$ cat src/rtl/ysyx_22041461_id_ex_pkg.sv
// Shared types for the ID/EX skid buffer: the payload record, the buffer state and ALU opcodes.
// The optional stall counter in the top is enabled by YSYX_22041461_ID_EX_PERF_EN.
package ysyx_22041461_id_ex_pkg;

  typedef struct packed {
    logic [63:0] pc;
    logic [63:0] src1;
    logic [63:0] src2;
    logic [4:0]  ctrl_ALU;
    logic [4:0]  rd;
    logic        wen;
  } payload_t;

  localparam int PAYLOAD_W = $bits(payload_t);

  typedef enum logic [1:0] {
    EMPTY = 2'd0,
    ONE   = 2'd1,
    FULL  = 2'd2
  } state_t;

  // ALU opcodes carried untouched through ctrl_ALU
  localparam logic [4:0] ALU_ADD = 5'b00000;
  localparam logic [4:0] ALU_SUB = 5'b00001;
  localparam logic [4:0] ALU_AND = 5'b00010;
  localparam logic [4:0] ALU_OR  = 5'b00011;
  localparam logic [4:0] ALU_XOR = 5'b00100;
  localparam logic [4:0] ALU_SLL = 5'b01010;
  localparam logic [4:0] ALU_SRL = 5'b01011;
  localparam logic [4:0] ALU_SRA = 5'b01100;

endpackage

$ cat src/rtl/ysyx_22041461_payload_reg.sv
// One 203-bit pipeline payload register with async clear and load enable.
module ysyx_22041461_payload_reg
  import ysyx_22041461_id_ex_pkg::*;
(
  input  logic     clk,
  input  logic     rst,
  input  logic     load,
  input  payload_t d,
  output payload_t q
);

  payload_t q_reg;

  always_ff @(posedge clk or posedge rst) begin
    if (rst) begin
      q_reg <= '0;
    end else if (load) begin
      q_reg <= d;
    end
  end

  assign q = q_reg;

endmodule

$ cat src/rtl/ysyx_22041461_id_ex.sv
// ID/EX pipeline register built as a 2-entry skid buffer (main drives outputs, skid absorbs back-pressure).
// Defining YSYX_22041461_ID_EX_PERF_EN adds a 32-bit stall_cnt output.
module ysyx_22041461_id_ex
  import ysyx_22041461_id_ex_pkg::*;
(
  input  logic        clk,
  input  logic        rst,
  input  logic        in_valid,
  output logic        in_ready,
  input  logic [63:0] in_pc,
  input  logic [63:0] in_src1,
  input  logic [63:0] in_src2,
  input  logic [4:0]  in_ctrl_ALU,
  input  logic [4:0]  in_rd,
  input  logic        in_wen,
  input  logic        flush,
`ifdef YSYX_22041461_ID_EX_PERF_EN
  output logic [31:0] stall_cnt,
`endif
  output logic        out_valid,
  input  logic        out_ready,
  output logic [63:0] out_pc,
  output logic [63:0] out_src1,
  output logic [63:0] out_src2,
  output logic [4:0]  out_ctrl_ALU,
  output logic [4:0]  out_rd,
  output logic        out_wen
);

  localparam int MAIN = 0;
  localparam int SKID = 1;

  state_t   state_reg, state_next;
  logic     accept, consume;
  logic     main_load, skid_load, main_from_skid;
  payload_t in_payload;
  payload_t entry_d    [2];
  logic     entry_load [2];
  payload_t entry_q    [2];

  assign in_payload = '{pc: in_pc, src1: in_src1, src2: in_src2,
                        ctrl_ALU: in_ctrl_ALU, rd: in_rd, wen: in_wen};

  // Handshake flags come from registered state only; out_ready never reaches in_ready.
  assign in_ready  = (state_reg != FULL);
  assign out_valid = (state_reg != EMPTY);
  assign accept    = in_valid && in_ready;
  assign consume   = out_valid && out_ready;

  always_ff @(posedge clk or posedge rst) begin
    if (rst) begin
      state_reg <= EMPTY;
    end else begin
      state_reg <= state_next;
    end
  end

  always_comb begin
    state_next     = state_reg;
    main_load      = 1'b0;
    skid_load      = 1'b0;
    main_from_skid = 1'b0;
    if (flush) begin
      // Kill wins over any handshake; stale register contents are masked by out_valid.
      state_next = EMPTY;
    end else begin
      unique case (state_reg)
        EMPTY: begin
          if (accept) begin
            main_load  = 1'b1;
            state_next = ONE;
          end
        end
        ONE: begin
          if (accept && consume) begin
            main_load = 1'b1;
          end else if (accept) begin
            skid_load  = 1'b1;
            state_next = FULL;
          end else if (consume) begin
            state_next = EMPTY;
          end
        end
        FULL: begin
          if (consume) begin
            main_load      = 1'b1;
            main_from_skid = 1'b1;
            state_next     = ONE;
          end
        end
        default: state_next = EMPTY;
      endcase
    end
  end

  assign entry_d[MAIN]    = main_from_skid ? entry_q[SKID] : in_payload;
  assign entry_load[MAIN] = main_load;
  assign entry_d[SKID]    = in_payload;
  assign entry_load[SKID] = skid_load;

  generate
    for (genvar gi = 0; gi < 2; gi++) begin : g_entry
      ysyx_22041461_payload_reg u_reg (
        .clk  (clk),
        .rst  (rst),
        .load (entry_load[gi]),
        .d    (entry_d[gi]),
        .q    (entry_q[gi])
      );
    end
  endgenerate

  assign out_pc       = entry_q[MAIN].pc;
  assign out_src1     = entry_q[MAIN].src1;
  assign out_src2     = entry_q[MAIN].src2;
  assign out_ctrl_ALU = entry_q[MAIN].ctrl_ALU;
  assign out_rd       = entry_q[MAIN].rd;
  assign out_wen      = entry_q[MAIN].wen;

`ifdef YSYX_22041461_ID_EX_PERF_EN
  logic [31:0] stall_cnt_reg;

  // Counts edges where execute holds off a valid payload; flush leaves it alone.
  always_ff @(posedge clk or posedge rst) begin
    if (rst) begin
      stall_cnt_reg <= '0;
    end else if (out_valid && !out_ready) begin
      stall_cnt_reg <= stall_cnt_reg + 32'd1;
    end
  end

  assign stall_cnt = stall_cnt_reg;
`endif

endmodule
$ cat config.mk
export PLATFORM = sky130hd
export DESIGN_NAME = ysyx_22041461_id_ex
export DESIGN_NICKNAME = d
export VERILOG_FILES = /design/src/rtl/ysyx_22041461_id_ex_pkg.sv /design/src/rtl/ysyx_22041461_payload_reg.sv /design/src/rtl/ysyx_22041461_id_ex.sv
export SDC_FILE = /design/constraint.sdc
export NUM_CORES = 1
export LEC_CHECK = 0
export ABC_AREA = 1
export CAP_MARGIN = 25
export CORE_ASPECT_RATIO = 0.5
export CORE_MARGIN = 2
export CORE_UTILIZATION = 50
export CTS_BUF_LIST = sky130_fd_sc_hd__clkbuf_2
export DETAILED_ROUTE_END_ITERATION = 8
export HOLD_SLACK_MARGIN = 0.12
export PLACE_DENSITY = 0.8
export SLEW_MARGIN = 30
export SYNTH_ARGS = -nofsm -noshare
export SYNTH_HDL_FRONTEND = slang
export SYNTH_SLANG_ARGS = --single-unit
$ cat constraint.sdc
create_clock -name clk -period 15.9 [get_ports clk]
set_clock_uncertainty 0.05 [all_clocks]
set_input_delay 3.18 -clock clk [delete_from_list [all_inputs] [get_ports clk]]
set_output_delay 3.18 -clock clk [all_outputs]
set_load 0.05 [all_outputs]
==> Word-level counts from Yosys, hierarchy flattened <==
Cells that the tools add are included.
{ "totals": {"regBits": 408, "input_bits": 208, "out_inout_bits": 205, "word_cells": 44} }
{ "classes": {"n_eq_ne": 7, "n_mux": 18, "reduce_logical": 6} }
{ "ops": {"columns": ["op", "n"], "rows": [
  ["$mux 203", 1],
  ["$mux 2", 6],
  ["$mux 1", 9],
  ["$ne 3x3->1 const B", 3],
  ["$pmux 2 s3", 1],
  ["$ne 4x4->1 const B", 1],
  ["$reduce_and 4->1", 1],
  ["$logic_and 1x1->1", 3],
  ["$pmux 1 s3", 1],
  ["$eq 2x1->1 const B", 1],
  ["$eq 2x2->1 const B", 1],
  ["$logic_not 2->1", 1],
  ["$ne 2x2->1 const B", 1],
  ["$reduce_bool 2->1", 1]
]} }

==> Depth between registers and ports, before layout <==
{ "depth": {"ltp_word": 7, "mapped_depth": 9, "depth_no_buf": 7} }

==> Cells and area by module <==
Synthesis repeated with hierarchy kept, for this count alone.
{ "unflattened": {"hier_cells": 2399, "area_unflattened_um2": 18559.0} }
{ "by_module_without_submodules": {"columns": ["mod", "instances", "cells_each", "area_each_um2", "seq_area_each_um2"], "rows": [
  ["ysyx_22041461_payload_reg", 2, 859, 7729.9, 5079.9],
  ["ysyx_22041461_id_ex", 1, 681, 3099.2, 50.0]
]} }

==> Least setup slack after synthesis <==
OpenSTA, ideal clock, no wires.
{ "synth_path": {"path_type": "reg2out", "start": "reg state_reg[0]", "end": "out in_ready", "t_arrival_ps": 1193, "t_required_ps": 12670, "path_slack_ps": 11477, "stages_incl_launch_ff": 5, "path_buffers": 2, "cell_sequence": "dfrtp_1 -> nor2_4 -> buf_2 -> buf_2 -> inv_1"} }
{ "synth_between": {"elab_chain_len": 1} }
{ "synth_lines": {"columns": ["item", "line_no", "text"], "rows": [
  ["start, declared", "ysyx_22041461_id_ex.sv:33", "state_t state_reg, state_next;"],
  ["start signal, assigned", "ysyx_22041461_id_ex.sv:54", "state_reg <= state_next;"],
  ["$ne 2x2->1", "ysyx_22041461_id_ex.sv:45", "assign in_ready = (state_reg != FULL);"],
  ["end, declared", "ysyx_22041461_id_ex.sv:9", "output logic in_ready,"]
]} }
Every way passes these cells.

==> Final worst setup path <==
{ "layout_path": {"start": "in flush", "end": "reg g_entry[0].u_reg.q_reg, in the netlist g_entry[0].u_reg.q[98]"} }
{ "layout_between": {"elab_chain_len": 2, "word_cells_on_any_way": 3, "classes_between": "mux (3)"} }
{ "layout_lines": {"columns": ["item", "line_no", "text"], "rows": [
  ["start, declared", "ysyx_22041461_id_ex.sv:16", "input logic flush,"],
  ["$mux 1", "ysyx_22041461_id_ex.sv:63", "if (flush) begin"],
  ["$mux 203", "ysyx_22041461_id_ex.sv:96", "assign entry_d[MAIN] = main_from_skid ? entry_q[SKID] : in_payload;"],
  ["end signal, assigned", "ysyx_22041461_payload_reg.sv:16", "q_reg <= '0;"],
  ["end signal, assigned", "ysyx_22041461_payload_reg.sv:18", "q_reg <= d;"],
  ["end, declared", "ysyx_22041461_payload_reg.sv:12", "payload_t q_reg;"]
]} }
Several ways; a longest one is shown, not always the timed one.
A chain may end at the register's enable or synchronous reset.

==> run metrics <==
status=finished clean; DR pass1 iterations=5; Via density=5.07; syn_nets=2854; max FFs per register=406; R2R depth=9; CP Capture Type=flip-flop; IO Count=413; Overflow after GRT=0; Fmax=168 MHz; fin nets=3002; share of cells above drive strength 1=6.18%; crit path DAT=6.82 ns; Clk pin slew, worst setup/hold paths=0.10 ns; hold depth=2; Bufs on Longest Clock Path=3; RSZ-0062 raised after global routing=false; post-CTS setup buffer count=0; capture point of the worst reg-to-reg path=g_entry[0].u_reg.q[98]; TritonCTS buffer count=94; leakage power=0.0128 µW; Placement Rows=52; post-synth cell types=18; Syn-to-layout area delta=17.9%; Hold Path End=g_entry[0].u_reg.q[79]; CTS tree=done; # hold bufs at CTS=0; final hold vios=0; post-route cell area=24000 µm²; Worst-Margin Slew=1.01 ns; CORE AREA=40200 µm²; Die Span Y=147 µm; PwrDens=151 nW/µm²; Die X=289 µm; Initial Util=50.5%; relative slew slack=32.9%; flop2flop setup slack=11.84 ns; Die Area=42300 µm²; via count=17300; CTS sink count=408; CTS H-Tree Depth=3; Mean Syn Cell Area=7.67 µm²; first-pass GRT wire length=88500 µm; overall power=3620 µW; GRT Overall Usage=25.9%; Final period util=37.4%; Post-Route WL=55200 µm; hold path startpoint=g_entry[0].u_reg.q[79]; largest net degree at the start of global routing=257; critical path required time=16.77 ns; Yosys Warn Count=0; drt wl/cell=16.2 µm; Mapped Area=20300 µm²; Worst setup SP type=primary input; routability congestion estimate=0.815; CP Class=primary input to flip-flop; DR iter-0 viols=1552; vias in the first global route=16800; residual DRC count=0; Cell Area, Placed=23000 µm²; peak supply drop=0.0000718 V; antenna violations before repair=9; Clk Latency, worst-skew pair=1.01 ns; worst reg2reg path startpoint=state_reg[0]; Max FO, Critical Path=120; dpl hpwl=32400 µm; Post-Synthesis Cells=2646; Final ANT Viol Nets=0; Setup TNS=0 ns; synthesized flop and latch total=408; I/O Buffers=412; fin. max-slew vios=0; Seq/Total Area, Yosys=50.3%; Max-cap violations=0; Resized cells post-CTS=0; final count of negative-setup-slack endpoints=0; root buffer cell=clkbuf_2; Tmin final=5.95 ns; worst hold path class=flip-flop to flip-flop
-- cells by family after synthesis --
kind of cell	Yosys count	synth area share, %
compound gates	206	5.11
buf+inv	589	15.3
flops	408	50.3
simple gates	1443	29.3
-- worst max-delay path, cell delays in order --
cell and delay, ns:
clkdlybuf4s50_1 0.61, inv_8 0.28, nand3_4 0.56, buf_4 0.78, buf_4 0.88, nand2_1 0.12, nand2_1 0.11, nand2_1 0.07
nand2_1 0.07
-- cells in the mapped netlist --
cell type,instances,area share [%]
a21oi_2,1,0.043
buf_1,1,0.018
buf_2,100,2.5
buf_4,207,7.7
clkbuf_1,72,1.3
dfrtp_1,408,50
inv_1,207,3.8
inv_2,2,0.037
nand2_1,1228,23
nand3_1,3,0.074
nand3b_1,1,0.037
nand4_1,204,6.3
nor2_1,5,0.092
nor2_2,1,0.031
nor2_4,1,0.055
o21ai_0,40,0.99
o21ai_1,164,4.0
o21ai_2,1,0.043
-- worst max-delay path by stage --
| stage | from | endpoint | cells after the start |
|---|---|---|---|
| final | flush | g_entry[0].u_reg.q[98] | 9 |
| after global routing | flush | g_entry[0].u_reg.q[117] | 9 |
| after CTS | out_ready | g_entry[0].u_reg.q[98] | 9 |
| after detailed placement | out_ready | g_entry[0].u_reg.q[98] | 9 |
| after global placement | out_ready | g_entry[0].u_reg.q[136] | 9 |
| after floorplan | rst | g_entry[0].u_reg.q[0] | 1 |
-- where the power goes --
part           leakage [µW]  switching (µW)  internal (µW)  total (µW)
Clock              0.000647             422            251         673
Sequential          0.00509             214           1390        1600
Combinational       0.00711             888            457        1340
-- metrics by stage --
step                cells  hold WS, ns  utilization, %  worst slack [ns]
floorplan            2646        0.400               -              1.32
global placement     3234        0.410            57.2              8.59
global route         3411        0.460            59.6              9.77
finish               3411        0.433            59.6              9.95
CTS                  3398        0.438            59.2              9.70
detailed placement   3234        0.414            57.2              8.59
-- metal layers --
metal	share of wire, %	wire [µm]	global-route usage [%]
met1	41	22700	32.9
met2	50	27600	42.3
met3	4.4	2430	4.45
met4	4.6	2560	14.0
met5	0	0	0
-- cell type report --
| type | count | area [µm²] |
|---|---|---|
| Clock inverter | 22 | 110 |
| Timing Repair Buffer | 432 | 4400 |
| Inverter | 209 | 805 |
| Antenna cell | 9 | 22.5 |
| Fill cell | 3624 | 16300 |
| Clock buffer | 142 | 711 |
| Multi-Input combinational cell | 1649 | 7020 |
| Tap cell | 540 | 676 |
| Sequential cell | 408 | 10200 |
-- cells in the final DEF, fill, tap and decap left out, types with 2 or more instances in the layout --
cell type	Yosys	layout
dfrtp_1	408	408
buf_16	0	3
nor2_1	5	5
clkdlybuf4s50_1	0	411
clkinv_1	0	17
o21ai_0	40	40
buf_4	207	11
buf_6	0	2
nand3_1	3	2
diode_2	0	9
clkbuf_2	0	142
o21ai_4	0	2
inv_2	2	4
buf_12	0	4
o21ai_1	164	163
nand2_1	1228	1228
inv_1	207	206
nand4_1	204	204
(Power assumes the default switching activity.)
==> RTL change 1: new RTL, same flow settings <==
Add a define of `YSYX_22041461_ID_EX_PERF_EN`.
--- a/src/rtl/ysyx_22041461_id_ex.sv
+++ b/src/rtl/ysyx_22041461_id_ex.sv
@@ -1,4 +1,6 @@
 // ID/EX pipeline register built as a 2-entry skid buffer (main drives outputs, skid absorbs back-pressure).
 // Defining YSYX_22041461_ID_EX_PERF_EN adds a 32-bit stall_cnt output.
+`define YSYX_22041461_ID_EX_PERF_EN
+
 module ysyx_22041461_id_ex
   import ysyx_22041461_id_ex_pkg::*;
New outputs: stall_cnt. Check against the original RTL: not settled (the Yosys comparison gave no result); the edit may change what the design does.
==> RTL change 1 against the unedited design <==
- synthesized cell count is 0.64% lower
- sequential cell count is 32 higher
- synthesized area is 4.9% higher
- maximum frequency is 4.3% higher
- routed wire length is 6.3% lower
- worst setup slack better by 0.24 ns
- total power is 2.8% higher
- final area is 6.0% higher
- critical path type is now flip-flop to output port
- critical endpoint is now in_ready
- largest power group unchanged
- highest routed layer unchanged
==> RTL change 1: results (changes against the unedited design) <==
| Stage | Metric | Reported | Change |
|---|---|---|---|
| run status | Outcome | completed |  |
| placed design | Number of port buffers | 444 | +7.8% |
| finish | Number of nets in the layout | 3061 | +2.0% |
| finish | Sequential cells | 440 | +7.8% |
| synthesis | Synthesized net count | 2838 | -0.56% |
| global routing | Met3 global-route usage | 4.47% | +0.017 points |
| worst hold path | Worst Hold Path EP | g_entry[1].u_reg.q[134] |  |
| finish | Fraction of cell area in non-clock buffers | 18.4% | about the same |
| critical path | Crit path DAT | 2.47 ns | -4.35 ns |
| cts | Clock buffer count from CTS | 100 | +6.4% |
| synthesis | Post-Synthesis Mean Instance Area | 8.10 um^2 | +5.6% |
| routing | Detailed Route Iter0 Violations | 1169 | -25% |
| routing | Detail Route met3 WL | 1970 um | -19% |
| cts | Clock latency on the worst-skew pair | 0.98 ns | -0.03 ns |
| critical path | Register-to-Register Path Depth | 7 | -2 |
| placed design | DP Area | 0.0245 mm^2 | +6.4% |
| critical path | Crit Reg-Reg Endpoint | g_entry[0].u_reg.q[130] |  |
| global routing | First-pass GRT wire length | 82800 um | -6.5% |
| global routing | Overall fraction of global-route tracks in use | 23.4% | -2.5 points |
| critical path | Endpoint of the worst setup timing path | in_ready |  |
| global routing | Number of global-route vias before repair | 16278 | -3.2% |
| sta | Worst Hold Slack | 0.431 ns | -0.00225 ns |
| routing | Vias per inst | 4.82 | -4.9% |
| sta | Worst slew slack as a fraction of its limit | 41.3% | +8.4 points |
| routing | Amount of wire on met2 after detailed routing | 26800 um | -2.9% |
| placed design | Weighted congestion reported at the end of routability-driven placement | 0.858 | +5.3% |
| placed design | Post-placement worst setup slack | 9.03 ns | +0.439 ns |
| critical path | Peak fanout along the critical path | 6 | -95% |
| global routing | GR met1 Demand/Resource | 27.3% | -5.6 points |
| finish | # clk buffers | 144 | +1.4% |
| routing | Met1 wire length | 20200 um | -11% |
| worst hold path | Min-Delay Startpoint | g_entry[1].u_reg.q[134] |  |
| global routing | Antenna violations before repair | 8 | -1 |
| placed design | Placed cells | 3324 | +2.8% |
| critical path | Maximum single-stage delay on the critical path | 0.81 ns | -0.07 ns |
| critical path | Startpoint Class | flip-flop |  |
| global routing | Met2 Use GR | 40.4% | -2.0 points |
| finish | Portion of the layout cell area used by clock cells | 3.16% | -0.26 points |
## RTL change 1: changes by cell type after synthesis, moves of 32 or more
cell                      delta
sky130_fd_sc_hd__a21oi_1   +112
sky130_fd_sc_hd__buf_2      -37
sky130_fd_sc_hd__dfrtp_1    +32
sky130_fd_sc_hd__inv_1     +223
sky130_fd_sc_hd__nand2_1   -719
sky130_fd_sc_hd__nand3_1   +105
sky130_fd_sc_hd__nand4_1   -200
sky130_fd_sc_hd__nor2_1    +145
sky130_fd_sc_hd__o21ai_0   +342
sky130_fd_sc_hd__o21ai_1   -139
sky130_fd_sc_hd__or2_2      +75
## RTL change 1: cells by family after synthesis
group | Yosys count | synth area share [%]
simple gates | 889 | 17.9
buf+inv | 767 | 17.7
compound gates | 520 | 12.3
flops | 440 | 51.7
xor+xnor | 12 | 0.493
fa+ha+maj | 1 | 0.0587
## RTL change 1: where the power goes
group,total (mW),switching (mW),internal (mW)
clock,0.679,0.441,0.237
sequential,1.65,0.173,1.48
combinational,1.39,0.928,0.464
==> RTL change 2: new RTL, same settings <==
Made on the original files. The 3 states of `state_t` get a one-hot encoding in 3 bits.
--- a/src/rtl/ysyx_22041461_id_ex_pkg.sv
+++ b/src/rtl/ysyx_22041461_id_ex_pkg.sv
@@ -14,8 +14,8 @@
   localparam int PAYLOAD_W = $bits(payload_t);
 
-  typedef enum logic [1:0] {
-    EMPTY = 2'd0,
-    ONE   = 2'd1,
-    FULL  = 2'd2
+  typedef enum logic [2:0] {
+    EMPTY = 3'b001,
+    ONE   = 3'b010,
+    FULL  = 3'b100
   } state_t;
 
Formal check against the unedited RTL: no difference found for any inputs over 4 cycles, from zero or initial values and one cycle with rst high; so few cycles prove little.
==> RTL change 2 against the unedited design <==
- total power grew 30%
- first-iteration DRC count decreased by 10%
- sequential power is 9% higher
- worst setup slack worse by 0.63 ns
- count of clock-buffer cells in the layout down 3
- final area decreased by 2.8%
- sequential cell count grew 1
- synthesized area down 3.2%
- routed wire length is 8.1% lower
- critical path type unchanged
- largest power group is now combinational cells
- highest routed layer unchanged
==> RTL change 2: results (changes against the unedited design) <==
| Stage | Metric | Reported | Change |
|---|---|---|---|
| critical path | Peak fanout along the critical path | 78 | -35% |
| finish | Number of nets in the layout | 2810 | -6.4% |
| synthesis | EDFF count, synth | 0 | unchanged |
| routing | Router iterations before antenna repair | 6 | +1 |
| global routing | GR met1 Demand/Resource | 29.5% | -3.4 points |
| synthesis | Number of unique standard cell types used by synthesis | 19 | +1 |
| critical path | Worst-path cell with the longest stage delay | sky130_fd_sc_hd__nand2_4 |  |
| global routing | Antenna violations before repair | 11 | +2 |
| pwr | Switching power | 2.18 mW | +43% |
| finish | Number of non-filler instances in the completed layout | 3217 | -5.7% |
| cts | Clock buffer count from CTS | 93 | -1.1% |
| run status | Outcome | completed |  |
| global routing | Number of global-route vias before repair | 15223 | -9.5% |
| synthesis | Count of yosys warnings during synthesis | 0 | unchanged |
| routing | Vias per inst | 5.05 | -0.44% |
| finish | Layout cells sized above 1 | 6.96% | +0.78 points |
| synthesis | Commonest cells in the synthesized netlist | 627 x sky130_fd_sc_hd__nand2_1, 408 x sky130_fd_sc_hd__dfrtp_1, 216 x sky130_fd_sc_hd__buf_4 |  |
| placed design | Weighted congestion reported at the end of routability-driven placement | 0.819 | +0.53% |
| synthesis | Synthesized net count | 2644 | -7.4% |
| global routing | Overall fraction of global-route tracks in use | 24.1% | -1.8 points |
| pwr | Leakage dissipation | 12.3 nW | -4.5% |
| global routing | Maximum number of pins on one net before global-route repair | 235 | -8.6% |
| routing | Total Wirelength | 50800 um | -8.1% |
| placed design | Placed cells | 3035 | -6.2% |
| synthesis | Cell count after synthesis | 2436 | -7.9% |
| pwr | Largest vdd supply drop | 0.111 mV | +54% |
| critical path | Maximum single-stage delay on the critical path | 0.95 ns | +0.07 ns |
| global routing | First-pass GRT wire length | 79300 um | -10% |
| synthesis | Sequential-to-total area share from yosys stat | 52.1% | +1.8 points |
| placed design | DP Area | 0.0223 mm^2 | -3.0% |
| global routing | Met2 Use GR | 39.2% | -3.1 points |
| routing | Detailed Route Iter0 Violations | 1396 | -10% |
| finish | Max FFs per register | 406 | unchanged |
| sta | Worst slew slack as a fraction of its limit | 37.0% | +4.1 points |
| synthesis | Ranking of synthesized cells by area | sky130_fd_sc_hd__dfrtp_1 52%, sky130_fd_sc_hd__nand2_1 12%, sky130_fd_sc_hd__buf_4 8.3% |  |
| global routing | Met3 global-route usage | 4.76% | +0.31 points |
| finish | Number of filler instances in the final layout | 3425 | -5.5% |
| critical path | Crit path DAT | 7.46 ns | +0.64 ns |
| placed design | DP Wirelength | 32000 um | -1.3% |
[RTL change 2: critical path, delay by kind of cell]
family | cells | cell delay (ns)
simple gates | 6 | 2.12
buf+inv | 4 | 2.00
[RTL change 2: final timing paths]
kind,end,start,slack (ns),cells after the start
min in group asynchronous,g_entry[0].u_reg.q[3],rst,2.68,2
worst max-delay path,g_entry[0].u_reg.q[139],in_valid,9.32,10
worst min-delay path,g_entry[0].u_reg.q[44],g_entry[0].u_reg.q[44],0.44,2
worst max register to register,g_entry[0].u_reg.q[139],state_reg[0],11.31,10
worst min register to register,g_entry[0].u_reg.q[44],g_entry[0].u_reg.q[44],0.44,2
max in group asynchronous,g_entry[0].u_reg.q[56],rst,11.71,3
[RTL change 2: cell families (layout without fill, tap and decap cells)]
logic type	Yosys count	count (layout)	synth area share (%)
compound gates	406	406	10.5
buf+inv	570	805	15.8
flops	409	409	52.1
other cells	0	16	0
simple gates	1051	1051	21.5
[RTL change 2: power by group through the flow]
stage	sequential, mW	clock [mW]	combinational, mW
finish	1.75	0.711	2.23
CTS	1.75	0.730	2.24
floorplan	1.71	0	1.88
detailed placement	1.77	0	2.24
global route	1.80	0.784	2.39
global placement	1.76	0	2.18
[RTL change 2: layout make-up]
class	count	area, um^2	share of cell area [%]
Sequential cell	409	10200	43.9
Multi-Input combinational cell	1457	6340	27.2
Timing Repair Buffer	429	4320	18.6
Inverter	212	813	3.49
Clock buffer	139	696	2.99
Tap cell	530	663	2.85
Clock inverter	25	183	0.784
Antenna cell	16	40.0	0.172
[RTL change 2: layer usage]
metal	share of wire (%)	vias to the layer above	wire (um)
li1	-	7859	-
met1	40	7787	20500
met2	50	447	25300
met3	4.0	161	2040
met4	5.8	0	2940
met5	0	-	0
